**src/rtl/serial_adder_ctrl.sv**
```systemverilog
// Bit-serial adder: one full adder cell, LSB first, one bit pair per slot.
// Each slot lasts SETTLE clocks so the gate-level cell can settle.
module full_adder (
  input  logic a,
  input  logic b,
  input  logic carryin,
  output logic sum,
  output logic carryout
);

  logic axb;
  logic ab;
  logic cx;

  assign axb      = a ^ b;
  assign ab       = a & b;
  assign cx       = carryin & axb;
  assign sum      = axb ^ carryin;
  assign carryout = ab | cx;

endmodule

module serial_adder_ctrl #(
  parameter int WIDTH  = 8,
  parameter int SETTLE = 1
) (
  input  logic             clk,
  input  logic             reset,
  input  logic             start,
  input  logic [WIDTH-1:0] a,
  input  logic [WIDTH-1:0] b,
  input  logic             cin,
  output logic             busy,
  output logic             done,
  output logic [WIDTH-1:0] sum,
  output logic             cout
);

  localparam int BW = $clog2(WIDTH + 1);
  localparam int SW = $clog2(SETTLE + 1);
  localparam logic [BW-1:0] BIT_LAST = BW'(WIDTH - 1);
  localparam logic [SW-1:0] SET_LAST = SW'(SETTLE - 1);

  typedef enum logic [1:0] {
    IDLE,
    ADD,
    DONE
  } state_t;

  state_t           state;
  logic [WIDTH-1:0] a_sh;
  logic [WIDTH-1:0] b_sh;
  logic [WIDTH-1:0] s_sh;
  logic             carry_q;
  logic [BW-1:0]    bit_cnt;
  logic [SW-1:0]    set_cnt;
  logic             fa_sum;
  logic             fa_carryout;
  logic [WIDTH-1:0] s_next;

  full_adder u_fa (
    .a        (a_sh[0]),
    .b        (b_sh[0]),
    .carryin  (carry_q),
    .sum      (fa_sum),
    .carryout (fa_carryout)
  );

  assign s_next = {fa_sum, s_sh[WIDTH-1:1]};

  always_ff @(posedge clk) begin
    if (reset) begin
      state   <= IDLE;
      a_sh    <= '0;
      b_sh    <= '0;
      s_sh    <= '0;
      carry_q <= 1'b0;
      bit_cnt <= '0;
      set_cnt <= '0;
      busy    <= 1'b0;
      done    <= 1'b0;
      sum     <= '0;
      cout    <= 1'b0;
    end else begin
      unique case (state)
        IDLE: begin
          if (start) begin
            a_sh    <= a;
            b_sh    <= b;
            carry_q <= cin;
            bit_cnt <= '0;
            set_cnt <= '0;
            busy    <= 1'b1;
            state   <= ADD;
          end
        end
        ADD: begin
          if (set_cnt == SET_LAST) begin
            set_cnt <= '0;
            s_sh    <= s_next;
            carry_q <= fa_carryout;
            a_sh    <= a_sh >> 1;
            b_sh    <= b_sh >> 1;
            bit_cnt <= bit_cnt + 1'b1;
            // last slot: publish result on the same edge
            if (bit_cnt == BIT_LAST) begin
              sum   <= s_next;
              cout  <= fa_carryout;
              done  <= 1'b1;
              state <= DONE;
            end
          end else begin
            set_cnt <= set_cnt + 1'b1;
          end
        end
        DONE: begin
          done  <= 1'b0;
          busy  <= 1'b0;
          state <= IDLE;
        end
        default: state <= IDLE;
      endcase
    end
  end

endmodule
```
**config.mk**
```make
export PLATFORM = sky130hd
export DESIGN_NAME = serial_adder_ctrl
export DESIGN_NICKNAME = d
export VERILOG_FILES = /design/src/rtl/serial_adder_ctrl.sv
export SDC_FILE = /design/constraint.sdc
export NUM_CORES = 1
export LEC_CHECK = 0
export CAP_MARGIN = 20
export CORE_ASPECT_RATIO = 0.8
export CORE_MARGIN = 2
export CORE_UTILIZATION = 56
export DETAILED_ROUTE_END_ITERATION = 10
export GPL_ROUTABILITY_DRIVEN = 0
export PLACE_DENSITY = 0.82
export SLEW_MARGIN = 15
export SYNTH_ARGS = -nofsm -noshare
export SYNTH_HDL_FRONTEND = slang
export SYNTH_SLANG_ARGS = --single-unit
```
**constraint.sdc**
```tcl
create_clock -name clk -period 2.5 [get_ports clk]
set_clock_uncertainty 0.15 [all_clocks]
set_input_delay 0.75 -clock clk [delete_from_list [all_inputs] [get_ports clk]]
set_output_delay 0.75 -clock clk [all_outputs]
set_load 0.05 [all_outputs]
```
==> flow_summary.toml, run 1 <==
[logic_synthesis]
synth-edff-count = 0
synth_common_cells = "41 x dfxtp_1, 31 x nand2_1, 21 x nor2_1"
ys_seq_area_share_pct = 44.26
synth_top_area_share_pct = 44.26
syn_area_sq_um = 1854
async_flop_share_pct = 0
synthCells = 209
postSynthAreaPerCell_sq_um = 8.872
post_synth_main_area_contributors = "dfxtp_1 44%, nand2_1 6.3%, a211oi_2 6.1%"
synth_nets = 231
yosysWarningCount = 0
synth_flop_cell = "dfxtp_1"
netlist.top_cell.by_area = "dfxtp_1"
yosysMostFrequentCell = "dfxtp_1"
ys_types = 34
synth_seq_cells = 41

[clock_network]
h-tree-depth = 2
clockRootBuffer = "clkbuf_8"
clk_latency_ps = 290
clk_pin_slew_worst_paths_ps = 70
post-cts-setup-buffers = 0
cts_made_buffers = 5
cts_resized = 0
clockBufferDepth = 2
cts_tree = "yes"
cts.sinks = 41
hold_buffers = 0

[cells_and_area]
final_area_sq_um = 2232
drive_above_1_share_pct = 15.13
num_antenna_cells = 0
synthToLayoutAreaGrowth_pct = 20.38
fin_nets = 259

[floorplanning]
die-area_sq_um = 3791
rows = 18
core-area_sq_um = 3131
initial_core_util_pct = 59.23
die_w_um = 68.34
die_y_um = 55.47
io_pins = 31

[routing]
ant_nets = 0
route.vias.total = 1504
routedWlPerCell_um = 13.46
wl_um = 3743
dr.pass1.iters = 4
drt_iter0_drc = 91
vias_per_cell = 5.410
route.detailed.drc = 0

[critical_path]
critPathBufInv = 1
slowest_stage = "clkdlybuf4s50_1"
path_class = "reg -> out"
crit_family = "buffers and inverters"
arrival_ps = 1430
path_cells = "clkdlybuf4s50_1"
cp.required_ps = 1600
end_kind = "output pin"
crit_fanout = 2
cp_slowest_stage_delay_ps = 810
critPathLaunchType = "flip-flop"

[power]
power.density_nw_per_um2 = 578.5
power_frac_seq_pct = 54.7
power.leakage_nw = 0.8204
power.internal_mw = 0.9593
vdd_drop_max_mv = 0.3386
combPwrFrac_pct = 13.8
clkPwrFrac_pct = 31.5
p_switching_mw = 0.3320
swShare_pct = 25.71

[timing]
slew_headroom_pct = 65.57
hold_viol_final = 0
tightest_slew_ps = 514.9
finalSetupViolCount = 0
rsz0062_at_grt = "false"
slew_viol_final = 0
fmax_mhz = 428.4
setup_tns_ps = 0
period_needed_ps = 2334
fin_crit_sh_pct = 93.37

[global_routing]
grt_antenna_before_repair = 0
overflow = 0
grt_pass1_vias = 1349
grt_pass1_wl_um = 6092
track_usage_pct = 21.49
grt_max_degree = 51

[place]
dpl.hpwl_um = 2658
placed_area_sq_um = 2150
port_buffers = 30

[min_path]
hp-class = "reg -> reg"

[status]
status = "completed"

[flow_run]
maxCapViolations = 0
-- worst paths after layout --
kind	startpoint	end	slack [ps]	depth (start not counted)
max	sum[4]	sum[4]	170	1
min	s_sh[1]	s_sh[1]	310	2
max reg2reg	state[0]	bit_cnt[3]	590	4
min reg2reg	s_sh[1]	s_sh[1]	310	2
-- cell type report --
type	count	area, sq um
inverters	1	3.754
flip-flops and latches	41	820.8
fillers	241	898.4
multi-input cells	150	902.1
well taps	40	50.05
clock buffers	6	72.57
clock inverters	2	10.01
repair buffers	38	372.9
-- state kept, by name (all words and copies together) (netlist names) --
signal	flops
a_sh	8
b_sh	8
sum	8
s_sh	7
bit_cnt	4
state	2
busy	1
carry_q	1
cout	1
done	1
-- routing by layer --
metal | up-vias | share of wire [%] | GRT usage, %
li1 | 764 | - | -
met1 | 710 | 47 | 28.65
met2 | 28 | 48 | 32.04
met3 | 2 | 4.7 | 7.332
met4 | 0 | 0.61 | 7.714
met5 | - | 0 | 0
-- cell families after synthesis --
kind of cell / share of synthesized area (%)
adder cells (fa/ha/maj): 1.754
AO/OA/AOI/OAI: 25.91
buffers and inverters: 7.084
flip-flops: 44.26
AND/OR/NAND/NOR: 20.99
-- layout by cell type (no fill, tap or decap), drive strengths merged, types with 2 or more instances in the layout --
| cell type | netlist | final |
|---|---|---|
| a22oi | 3 | 3 |
| a211oi | 15 | 15 |
| buf | 13 | 8 |
| clkinv | 0 | 2 |
| clkdlybuf4s50 | 0 | 30 |
| o21ai | 18 | 18 |
| nand3 | 2 | 2 |
| a21oi | 24 | 24 |
| nand2 | 32 | 32 |
| nor3 | 2 | 2 |
| nand2b | 11 | 11 |
| clkbuf | 4 | 6 |
| nor2b | 10 | 10 |
| dfxtp | 41 | 41 |
| nor2 | 21 | 21 |
-- power by group through the flow --
stage	clock [mW]	sequential, mW	combinational (mW)
floorplan	0	0.717	0.128
global placement	0	0.719	0.170
detailed placement	0	0.722	0.177
CTS	0.417	0.706	0.178
global route	0.454	0.710	0.194
finish	0.406	0.707	0.178
-- worst min-delay path: cells and delay by family (launching register included) --
family	cells	cell delay (ps)
and+or+nand+nor	1	50
DFF	1	310
AOI/OAI and AO/OA	1	50
-- per-stage QoR --
step           setup slack, ps  utilization, %  hold WS [ps]  std cells  power [mW]
2_1_floorplan            875.1               -         286.8        209      0.8450
3_3_place_gp             313.3           68.67         296.5        270      0.8898
3_5_place_dp             228.7           68.67         303.3        270      0.8988
4_1_cts                  144.6           71.30         313.8        278       1.301
5_1_grt                  84.93           71.30         341.3        278       1.359
6_report                 165.7           71.30         310.4        278       1.291
Power figures use the tool's default switching activity.
==> inputs of run 2 (changes only) <==
- CORE_UTILIZATION: 56 -> 52
- PLACE_DENSITY: 0.82 -> 0.77
- clock period: 2.5 -> 2.2 ns (I/O delays scaled with it)
==> flow_summary.toml, run 2 (synthesis results as in run 1) <==
[status]
status = "completed"

[floorplanning]
io_pins = 31
rows = 19
die_y_um = 57.41
die-area_sq_um = 4063
die_w_um = 70.77
initial_core_util_pct = 54.17
core-area_sq_um = 3423

[routing]
vias_per_cell = 5.218
ant_nets = 0
route.vias.total = 1482
wl_um = 3509
route.detailed.drc = 0
dr.pass1.iters = 4
routedWlPerCell_um = 12.36
drt_iter0_drc = 96

[critical_path]
arrival_ps = 1860
path_class = "in -> reg"
crit_fanout = 19
cp-startpoint = "start"
r2r_start = "state[0]"
end_kind = "flip-flop"
rr_worst_depth = 4
cp.required_ps = 2250
critPathLaunchType = "input pin"

[power]
fin_total_pwr_mw = 1.628
power.density_nw_per_um2 = 714.4
power.leakage_nw = 0.8803
vdd_drop_max_mv = 0.4950

[clock_network]
cts_resized = 0
clockRootBuffer = "clkbuf_8"
cts.sinks = 41
post-cts-setup-buffers = 0
cts_tree = "yes"
cts_made_buffers = 5
hold_buffers = 0
clk_pin_slew_worst_paths_ps = 80
clk_latency_ps = 290
clockBufferDepth = 2
h-tree-depth = 2

[cells_and_area]
drive_above_1_share_pct = 21.49
final_common_cell = "dfxtp_1"
final_util_pct = 66.56
final_cell_mix = "41 x dfxtp_1, 31 x nand2_1, 21 x nor2_1, 21 x buf_4, 18 x clkdlybuf4s50_1"
synthToLayoutAreaGrowth_pct = 22.87
reg_top3 = "a_sh x8, b_sh x8, sum x8"
num_antenna_cells = 0
multi_input_area_sq_um = 902.1
seqCellArea_sq_um = 820.8
nFillCells = 295
fin_nets = 263

[flow_run]
maxCapViolations = 0

[timing]
slew_headroom_pct = 71.39
tightest_slew_ps = 429.1
hold_viol_final = 0
period_needed_ps = 1807
finalSetupViolCount = 0
rsz0062_at_grt = "false"
fmax_mhz = 553.4
fin_crit_sh_pct = 82.14
setup_tns_ps = 0
slew_viol_final = 0
fin_ws_ps = 392.9

[global_routing]
grt_max_degree = 27
overflow = 0
grt_pass1_wl_um = 5906
grt_pass1_vias = 1296
grt_antenna_before_repair = 0
track_usage_pct = 18.54

[min_path]
hp-start = "s_sh[1]"
holdPathStages = 2
hp-class = "reg -> reg"

[place]
dpl.hpwl_um = 2422
port_buffers = 30
dp_slack_ps = 131.0
## run 2: stage by stage
stage	hold slack (ps)	cells	instance area [sq um]
finish	313.9	284	2278
global route	344.8	284	2278
CTS	310.9	284	2278
detailed placement	300.1	276	2162
global placement	293.3	276	2162
floorplan	286.8	209	1854
## run 2: critical path, stage by stage
cell and delay [ps]:
clkdlybuf4s50_1 570, o21ba_2 180, buf_12 150, nor2_1 60
a311oi_2 230
## run 2: cell type report
type / count / share of cell area, %
Clock buffer: 7 / 3.789
Clock inverter: 1 / 1.318
Inverter: 1 / 0.1647
Multi-Input combinational cell: 150 / 39.59
Sequential cell: 41 / 36.02
Tap cell: 42 / 2.306
Timing Repair Buffer: 42 / 16.80
## run 2: layer usage
metal  routed length (um)  vias to the layer above  global-route usage (%)
met5                    0                        -                       0
met4                   54                        0                   8.895
met3                  154                        5                   4.240
met2                 1523                       27                   27.50
met1                 1777                      674                   25.69
li1                     -                      776                       -
## run 2: path summary, 6_finish.rpt
path | slack, ps | end
worst max-delay path | 390 | b_sh[4]
worst min-delay path | 310 | s_sh[1]
worst max register to register | 550 | b_sh[4]
worst min register to register | 310 | s_sh[1]
## run 2: power by group
part           switching, mW  internal (mW)
sequential            0.0259          0.775
clock                  0.249          0.370
combinational          0.106          0.102
